### src/rtl/fetch_stage_if.sv
// ============================================================================
// Module  : fetch_stage_if
// Purpose : Fetch-stage bundle: backend redirect, imem read port, IQ push.
// Revision: 1.0  initial release
// ============================================================================
`default_nettype none

interface fetch_stage_if #(
  parameter int IQ_WIDTH = 64
);
  logic                redirect_valid;
  logic [31:0]         redirect_pc;
  logic [31:0]         imem_addr;
  logic [3:0]          imem_rmask;
  logic [31:0]         imem_rdata;
  logic                imem_resp;
  logic                iq_full;
  logic                iq_enqueue;
  logic [IQ_WIDTH-1:0] iq_wdata;
  logic                iq_flush;

  modport master (
    input  redirect_valid, redirect_pc, imem_rdata, imem_resp, iq_full,
    output imem_addr, imem_rmask, iq_enqueue, iq_wdata, iq_flush
  );

  modport slave (
    output redirect_valid, redirect_pc, imem_rdata, imem_resp, iq_full,
    input  imem_addr, imem_rmask, iq_enqueue, iq_wdata, iq_flush
  );
endinterface

`default_nettype wire

### src/rtl/fetch_stage.sv
// ============================================================================
// Module  : fetch_stage
// Purpose : Single-outstanding instruction fetch feeding the instruction queue.
// Revision: 1.0  initial release
// ============================================================================
`default_nettype none

module fetch_stage #(
  parameter logic [31:0] RESET_PC = 32'h1eceb000,
  parameter int          IQ_WIDTH = 64
) (
  input  wire             clk,
  input  wire             rst,
  fetch_stage_if.master   bus
);

  typedef enum logic [1:0] {
    S_IDLE    = 2'd0,
    S_WAIT    = 2'd1,
    S_DISCARD = 2'd2
  } state_t;

  state_t      r_state;
  state_t      w_state_next;
  logic [31:0] r_pc;
  logic [31:0] w_pc_next;
  logic [31:0] r_fetch_pc;
  logic [31:0] w_fetch_pc_next;
  logic [31:0] w_redir_pc;
  logic        w_req;
  logic        w_enq;

  assign w_redir_pc = bus.redirect_pc & ~32'h3;

  always_ff @(posedge clk or negedge rst) begin
    if (!rst) begin
      r_state    <= S_IDLE;
      r_pc       <= RESET_PC;
      r_fetch_pc <= RESET_PC;
    end else begin
      r_state    <= w_state_next;
      r_pc       <= w_pc_next;
      r_fetch_pc <= w_fetch_pc_next;
    end
  end

  always_comb begin
    w_state_next    = r_state;
    w_pc_next       = r_pc;
    w_fetch_pc_next = r_fetch_pc;
    w_req           = 1'b0;
    w_enq           = 1'b0;
    case (r_state)
      S_IDLE: begin
        // A stray imem_resp here is ignored; the memory contract forbids it.
        if (bus.redirect_valid) begin
          w_pc_next = w_redir_pc;
        end else if (!bus.iq_full) begin
          w_req           = 1'b1;
          w_fetch_pc_next = r_pc;
          w_state_next    = S_WAIT;
        end
      end
      S_WAIT: begin
        if (bus.imem_resp) begin
          w_state_next = S_IDLE;
          if (bus.redirect_valid) begin
            w_pc_next = w_redir_pc;
          end else begin
            w_enq     = 1'b1;
            w_pc_next = r_pc + 32'd4;
          end
        end else if (bus.redirect_valid) begin
          w_pc_next    = w_redir_pc;
          w_state_next = S_DISCARD;
        end
      end
      S_DISCARD: begin
        if (bus.redirect_valid) w_pc_next = w_redir_pc;
        if (bus.imem_resp)      w_state_next = S_IDLE;
      end
      default: w_state_next = S_IDLE;
    endcase
  end

  // Outputs are forced low while reset is held, even though inputs may toggle.
  assign bus.imem_rmask = (rst && w_req) ? 4'hf : 4'h0;
  assign bus.imem_addr  = (rst && w_req) ? r_pc : 32'h0;
  assign bus.iq_enqueue = rst && w_enq;
  assign bus.iq_wdata   = (rst && w_enq) ? IQ_WIDTH'({r_fetch_pc, bus.imem_rdata})
                                         : '0;
  assign bus.iq_flush   = rst && bus.redirect_valid;

  a_no_enq_when_full: assert property (@(posedge clk) disable iff (!rst)
    !(bus.iq_enqueue && bus.iq_full));

  a_no_resp_in_idle: assert property (@(posedge clk) disable iff (!rst)
    !((r_state == S_IDLE) && bus.imem_resp));

endmodule

`default_nettype wire

### src/flat_wrapper.sv
// flat-port wrapper written by rule: the top's interface ports become plain ports
module fetch_stage_flat 
#(
  parameter logic [31:0] RESET_PC = 32'h1eceb000,
  parameter int          IQ_WIDTH = 64
)
  (clk, rst, bus_redirect_valid, bus_redirect_pc, bus_imem_rdata, bus_imem_resp, bus_iq_full, bus_imem_addr, bus_imem_rmask, bus_iq_enqueue, bus_iq_wdata, bus_iq_flush);
  fetch_stage_if #(.IQ_WIDTH(IQ_WIDTH)) bus_i ();
  input  wire clk;
  input  wire rst;
  input wire logic [$bits(bus_i.redirect_valid)-1:0] bus_redirect_valid;
  input wire logic [$bits(bus_i.redirect_pc)-1:0] bus_redirect_pc;
  input wire logic [$bits(bus_i.imem_rdata)-1:0] bus_imem_rdata;
  input wire logic [$bits(bus_i.imem_resp)-1:0] bus_imem_resp;
  input wire logic [$bits(bus_i.iq_full)-1:0] bus_iq_full;
  output wire logic [$bits(bus_i.imem_addr)-1:0] bus_imem_addr;
  output wire logic [$bits(bus_i.imem_rmask)-1:0] bus_imem_rmask;
  output wire logic [$bits(bus_i.iq_enqueue)-1:0] bus_iq_enqueue;
  output wire logic [$bits(bus_i.iq_wdata)-1:0] bus_iq_wdata;
  output wire logic [$bits(bus_i.iq_flush)-1:0] bus_iq_flush;
  assign bus_i.redirect_valid = bus_redirect_valid;
  assign bus_i.redirect_pc = bus_redirect_pc;
  assign bus_i.imem_rdata = bus_imem_rdata;
  assign bus_i.imem_resp = bus_imem_resp;
  assign bus_i.iq_full = bus_iq_full;
  assign bus_imem_addr = bus_i.imem_addr;
  assign bus_imem_rmask = bus_i.imem_rmask;
  assign bus_iq_enqueue = bus_i.iq_enqueue;
  assign bus_iq_wdata = bus_i.iq_wdata;
  assign bus_iq_flush = bus_i.iq_flush;
  fetch_stage #(.RESET_PC(RESET_PC), .IQ_WIDTH(IQ_WIDTH)) u_core (.clk(clk), .rst(rst), .bus(bus_i));
endmodule
### config.mk
export PLATFORM = sky130hd
export DESIGN_NAME = fetch_stage_flat
export DESIGN_NICKNAME = d
export VERILOG_FILES = /design/src/rtl/fetch_stage_if.sv /design/src/rtl/fetch_stage.sv /design/src/flat_wrapper.sv
export SDC_FILE = /design/constraint.sdc
export NUM_CORES = 1
export LEC_CHECK = 0
export CAP_MARGIN = 20
export CELL_PAD_IN_SITES_DETAIL_PLACEMENT = 0
export CELL_PAD_IN_SITES_GLOBAL_PLACEMENT = 1
export CORE_ASPECT_RATIO = 0.5
export CORE_MARGIN = 1
export CORE_UTILIZATION = 34
export DETAILED_ROUTE_END_ITERATION = 12
export PLACE_DENSITY = 0.85
export SLEW_MARGIN = 0
export SYNTH_ARGS = -nofsm -noshare
export SYNTH_HDL_FRONTEND = slang
export SYNTH_SLANG_ARGS = --single-unit
### constraint.sdc
create_clock -name clk -period 3.3 [get_ports clk]
set_input_delay 0.66 -clock clk [delete_from_list [all_inputs] [get_ports clk]]
set_output_delay 0.66 -clock clk [all_outputs]
set_load 0.02 [all_outputs]
* Word level (Yosys, flattened, before mapping)
Index checks and enable logic that the tools add are counted.
Cells by class: add/sub/neg operators 1, equality and inequality tests 6, mux-type cells 19, bitwise gates (word level) 2, reductions and logical operators 8
Operator list (number):
- $mux W32 | 4
- $mux W64 | 1
- $pmux W32 S2 | 1
- $add A32 B3 Y32 const B | 1
- $mux W2 | 5
- $mux W1 | 6
- $ne A2 B2 Y1 const B | 3
- $pmux W2 S3 | 1
- $mux W4 | 1
- $reduce_and A4 Y1 | 1
- $logic_and A1 B1 Y1 | 3
- $ne A3 B3 Y1 const B | 1
- $reduce_and A3 Y1 | 1
- $eq A2 B1 Y1 const B | 1
- $eq A2 B2 Y1 const B | 1
- $logic_not A2 Y1 | 1
- $not A1 Y1 | 2
- $reduce_bool A2 Y1 | 1
- $reduce_or A2 Y1 | 1
Word-level totals: register bits after elaboration 66, bits of input ports 69, output and inout port bits 102

* Logic depth before layout (Yosys ltp)
Gate-level depths: netlist of run 1.
depth in word-level cells 5, depth in mapped cells 7

* Least setup slack after synthesis of run 1
OpenSTA, ideal clock, no wires.
path kind input to output, from input bus_imem_resp, to output bus_iq_wdata[54], arrival time 1898 ps, required time 2640 ps, setup slack 742 ps, stages on the path 6, cells stage by stage buf_2 and3b_1 clkbuf_2 and3_1 clkbuf_1 and2_1
On the way: cells in the longest elaborated chain, start to end 4
RTL lines:
- from (decl) | RTL line flat_wrapper.sv:14 | input wire logic [$bits(bus_i.imem_resp)-1:0] bus_imem_resp;
- $mux W1 | RTL line fetch_stage.sv:65 | if (bus.imem_resp) begin
- $mux W1 | RTL line fetch_stage.sv:53 | case (r_state)
- $logic_and A1 B1 Y1
- named net bus_iq_enqueue | RTL line flat_wrapper.sv:18 | output wire logic [$bits(bus_i.iq_enqueue)-1:0] bus_iq_enqueue;
- $mux W64 | RTL line fetch_stage.sv:90 | assign bus.iq_wdata = (rst && w_enq) ? IQ_WIDTH'({r_fetch_pc, bus.imem_rdata})
- to (decl) | RTL line flat_wrapper.sv:19 | output wire logic [$bits(bus_i.iq_wdata)-1:0] bus_iq_wdata;
The timed path passes the listed nets, and every way through them passes these cells.

* Worst setup path after layout of run 1
from input bus_iq_full, to output bus_imem_addr[15]
On the way: cells in the longest elaborated chain, start to end 5
RTL lines:
- from (decl) | RTL line flat_wrapper.sv:15 | input wire logic [$bits(bus_i.iq_full)-1:0] bus_iq_full;
- $mux W1 | RTL line fetch_stage.sv:58 | end else if (!bus.iq_full) begin
- $mux W1 | RTL line fetch_stage.sv:56 | if (bus.redirect_valid) begin
- $mux W1 | RTL line fetch_stage.sv:53
- $logic_and A1 B1 Y1 | RTL line fetch_stage.sv:88 | assign bus.imem_addr = (rst && w_req) ? r_pc : 32'h0;
- $mux W32 | RTL line fetch_stage.sv:88
- to (decl) | RTL line flat_wrapper.sv:16 | output wire logic [$bits(bus_i.imem_addr)-1:0] bus_imem_addr;
No other way between the ends.

==> results of run 1 <==
path summary, 6_finish.rpt:
| kind | start | to | slack [ps] |
|---|---|---|---|
| hold / removal | rst | u_core.r_pc[19] | 290 |
| hold reg to reg | u_core.r_fetch_pc[24] | u_core.r_fetch_pc[24] | 490 |
| min in group clk | u_core.r_fetch_pc[24] | u_core.r_fetch_pc[24] | 490 |
| setup reg to reg | u_core.r_pc[2] | u_core.r_pc[12] | 940 |
| setup / recovery | bus_iq_full | bus_imem_addr[15] | 60 |
| max in group asynchronous | rst | u_core.r_pc[13] | 2350 |
final cells by class:
cell class / count / area, um^2 / share of cell area, %
clock buffers: 16 / 262 / 4.05
well taps: 165 / 206 / 3.19
repair buffers: 192 / 2030 / 31.4
flip-flops and latches: 66 / 1680 / 26.0
multi-input cells: 340 / 2260 / 35.0
inverters: 6 / 22.5 / 0.348
kinds of logic after synthesis:
family,Yosys count
buf+inv,47
mux,34
xor+xnor,1
fa+ha+maj,1
flops,66
simple gates,220
compound gates,84
power groups by stage:
stage	clock [mW]	combinational (mW)	sequential [mW]
after floorplan	0	0.324	1.08
after global placement	0	0.506	1.13
after detailed placement	0	0.518	1.14
after CTS	0.887	0.520	1.13
after global routing	0.917	0.568	1.15
final	0.875	0.522	1.13
sequential cells by signal (all words and copies together) (netlist names):
name / cells
u_core.r_fetch_pc: 32
u_core.r_state: 2
u_core.r_pc: 32
metrics by stage:
step	setup TNS, ps	worst slack, ps	util [%]	area [um^2]
final	0	65.0	54.6	6460
after global routing	-1.09	-1.09	54.6	6460
after CTS	0	0.0322	53.0	6270
after detailed placement	-1880	-97.0	50.9	6030
after global placement	-2430	-97.0	50.9	6030
after floorplan	0	742	-	4140
metal layers:
metal  vias to the layer above  global-route usage, %  wire [um]
met1                      2023                   30.3       6510
met2                       132                   32.7       6270
li1                       1970                      -          -
met5                         -                      0          0
met3                        14                   4.02        832
met4                         0                   6.63        172
synth_stat cells, types with 5 or more instances:
cell / number
sky130_fd_sc_hd__and3_1: 46
sky130_fd_sc_hd__nor2_1: 29
sky130_fd_sc_hd__mux2_2: 32
sky130_fd_sc_hd__and2_1: 69
sky130_fd_sc_hd__o22ai_1: 5
sky130_fd_sc_hd__a31oi_1: 6
sky130_fd_sc_hd__a41oi_1: 5
sky130_fd_sc_hd__a21oi_1: 22
sky130_fd_sc_hd__buf_2: 13
sky130_fd_sc_hd__o21ai_0: 17
sky130_fd_sc_hd__nand3_1: 18
sky130_fd_sc_hd__clkbuf_1: 21
sky130_fd_sc_hd__dfstp_2: 24
sky130_fd_sc_hd__dfrtp_1: 42
sky130_fd_sc_hd__nor3_1: 8
sky130_fd_sc_hd__nand4_1: 11
sky130_fd_sc_hd__inv_1: 6
sky130_fd_sc_hd__nand2_1: 19
what timing repair did:
action,in CTS,in global routing
buffers inserted,0,2
endpoints found under the setup margin,38,78
gates cloned,0,1
hold buffers,0,0
pin swaps,1,0
resized for setup,21,60
==> results.env, run 1 <==
SYNTH_LARGEST_TYPE_AREA_FRACTION_PCT=25.4
AVGVIACOUNTPERCELL=5.27
SYNTH.AREA.TOP_CELLS='sky130_fd_sc_hd__dfrtp_1, sky130_fd_sc_hd__dfstp_2, sky130_fd_sc_hd__and2_1, sky130_fd_sc_hd__mux2_2, sky130_fd_sc_hd__and3_1'
HTREE_LEVELS=3
LEAKAGE_nW=3.77
WORST_EP_ARRIVAL_TIME_PS=2580
P_SW_SHARE_PCT=28.0
DPL.HPWL_UM=9670
FIN_CRIT_SH_PCT=98.0
CPMOSTUSEDCELL='sky130_fd_sc_hd__clkdlybuf4s50_1'
TOTALWIRELENGTH_UM=13800
CRIT_BUF_INV=4
CRITICAL_PATH.CELL_CHAIN='clkdlybuf4s50_1 -> nor4_4 -> buf_4 -> clkbuf_16 -> and3_1 -> clkdlybuf4s50_1'
SYNTH_SEQ_AREA_SHARE_PCT=40.7
WORST-PATH-STAGES=6
SYN-INSTANCE-COUNT=453
REG2REGPATHDEPTH=5
SYNTH.FF_LATCH_COUNT=66
MAXSLEWVIOLCOUNT=0
TIMING.CRITICAL_PATH.SLOWEST_CELL_DELAY_PS=600
YOSYS_WARNINGS=0
SYNTHESIS.NETS=523
TOTAL_POWER_mW=2.53
POWER_PER_CELL_AREA_nW_PER_UM2=391
ANTENNA_CELLS=0
CLKSLEWWORSTSETUPHOLDPATHS_PS=50
AVGSYNTHCELLAREA_UM2=9.13
CLK_PATH_BUF_DEPTH=2
DP_CELLS=766
WORST_PATH_DOMINANT_CELL_FAMILY='buffers and inverters'
SYNTH_EDF_COUNT=0
TIMING.CRITICAL_PATH.REQUIRED_PS=2640
WORST_SLEW_PIN_SLEW_PS=650
DRV_CAP=0
DETAILROUTE.VIA_COUNT=4139
HOLD_VIOL=0
DRC=0
MAXCLOCKFREQUENCY_GHz=0.309
MOST_COMMON_LIBRARY_CELL_IN_THE_LAYOUT_IGNORING_FILL_AND_TAPS='sky130_fd_sc_hd__clkdlybuf4s50_1'
YOSYS.AREA.TOP_TYPE='sky130_fd_sc_hd__dfrtp_1'
AREA_GROWTH_SYN_TO_LAYOUT_PCT=56.2
FINALWEIGHTEDCONGESTION=0.878
DIEAREA_UM2=12600
DOMINANTREGCELLSYNTH='sky130_fd_sc_hd__dfrtp_1'
HOLD_SLACK_PS=291
FIRST_PASS_ITERS=5
MUXSHAREOFSYNTHAREA_PCT=9.20
GLOBALROUTE.TOTALOVERFLOW=0
DRT-INITIAL-DRC-COUNT=306
POWER.SHARE.COMBINATIONAL_PCT=20.7
FINAL_LAYOUT_SIZE_SUFFIX_GT1_SHARE_PCT=16.1
CORE.ROWCOUNT=28
SYNTH-SIMPLE-AREA-SHARE_PCT=31.2
FLOORPLAN.CORE_AREA_UM2=11800
FINAL_CELL_MIX='sky130_fd_sc_hd__clkdlybuf4s50_1, sky130_fd_sc_hd__and2_1, sky130_fd_sc_hd__dlymetal6s2s_1'
MAIN_COMBINATIONAL_CELL_FAMILY_BY_AREA_AFTER_SYNTHESIS='simple AND/OR/NAND/NOR gates'
CTS_SINKS=66
POSTSYNTH.ASYNCRESETSHARE_PCT=100
WORSTHOLDPATHTYPE='input pin to asynchronous set/reset pin'
TIMING.CRITICAL_PATH.FANOUT_MAX=19
DIE_HEIGHT_UM=80.0
INSERTION_DELAY_PS=340
PIN_COUNT_OF_THE_BIGGEST_NET_ENTERING_GLOBAL_ROUTING=52
LAYOUT.CELLS.NON_FILLER=785
FIN_SKEW_PS=5.90
SEQ_POWER_SHARE_PCT=44.7
TOTAL_SWITCHING_POWER_mW=0.707
POST_SYNTH_NUM_CELL_TYPES=54
PEAKVDDDROP_mV=0.260
TRITONCTS.NUM_BUFFERS=9
FLOORPLAN.DIE.WIDTH_UM=158
LAYOUT.NETS=685
GRT_PASS1_WL_UM=20700
CELL_AT_THE_ROOT_OF_THE_CLOCK_TREE='sky130_fd_sc_hd__clkbuf_16'
SYNTH_FA_HA_AREA_SHARE_PCT=0.302
FRACTION_OF_THE_MAPPED_NETLIST_AREA_IN_COMPOUND_GATES_PCT=13.4
CP-END-KIND='output port'
TRITONCTS='done'
CELL_WITH_THE_LARGEST_STAGE_DELAY_ON_THE_WORST_PATH='sky130_fd_sc_hd__clkdlybuf4s50_1'
SETUP_VIOL=0
MIN_PERIOD_PS=3240
OUTCOME='complete, no violations'
P_CLK_SHARE_PCT=34.6
DESIGN.PORTCOUNT=171
PATH_CLASS='input pin to output port'
POWER.INTERNAL_mW=1.82
HEADROOM_TO_THE_MAX_SLEW_LIMIT_PCT=56.5
PORTBUFFERS=168
GRT_USE_TOTAL_PCT=21.4
DRT.ANTENNA.VIOLATING_NETS=0
SYNTH.CELL_AREA_UM2=4140
SYNTH_XOR_AREA_SHARE_PCT=0.212
FILLCELLCOUNT=1088
GRT_PASS1_VIAS=3792
WL_PER_CELL_UM=17.6
CRITPATHLAUNCHTYPE='input pin'
STARTING_UTILIZATION_OF_THE_CORE_AREA_PCT=34.9
NUMBER_OF_ANTENNA_VIOLATIONS_AT_THE_FIRST_CHECK_IN_GLOBAL_ROUTING=0
Note: power is estimated with default switching activity, not from simulation.
==> run 2, diff against run 1 <==
--- a/config.mk
+++ b/config.mk
@@ -12,6 +12,7 @@
 export CORE_MARGIN = 1
 export CORE_UTILIZATION = 34
 export DETAILED_ROUTE_END_ITERATION = 12
+export GPL_ROUTABILITY_DRIVEN = 0
 export PLACE_DENSITY = 0.85
 export SLEW_MARGIN = 0
 export SYNTH_ARGS = -nofsm -noshare
==> results of run 2 <==
Same layout as run 1: the final DEF is identical, and so are final timing and power.
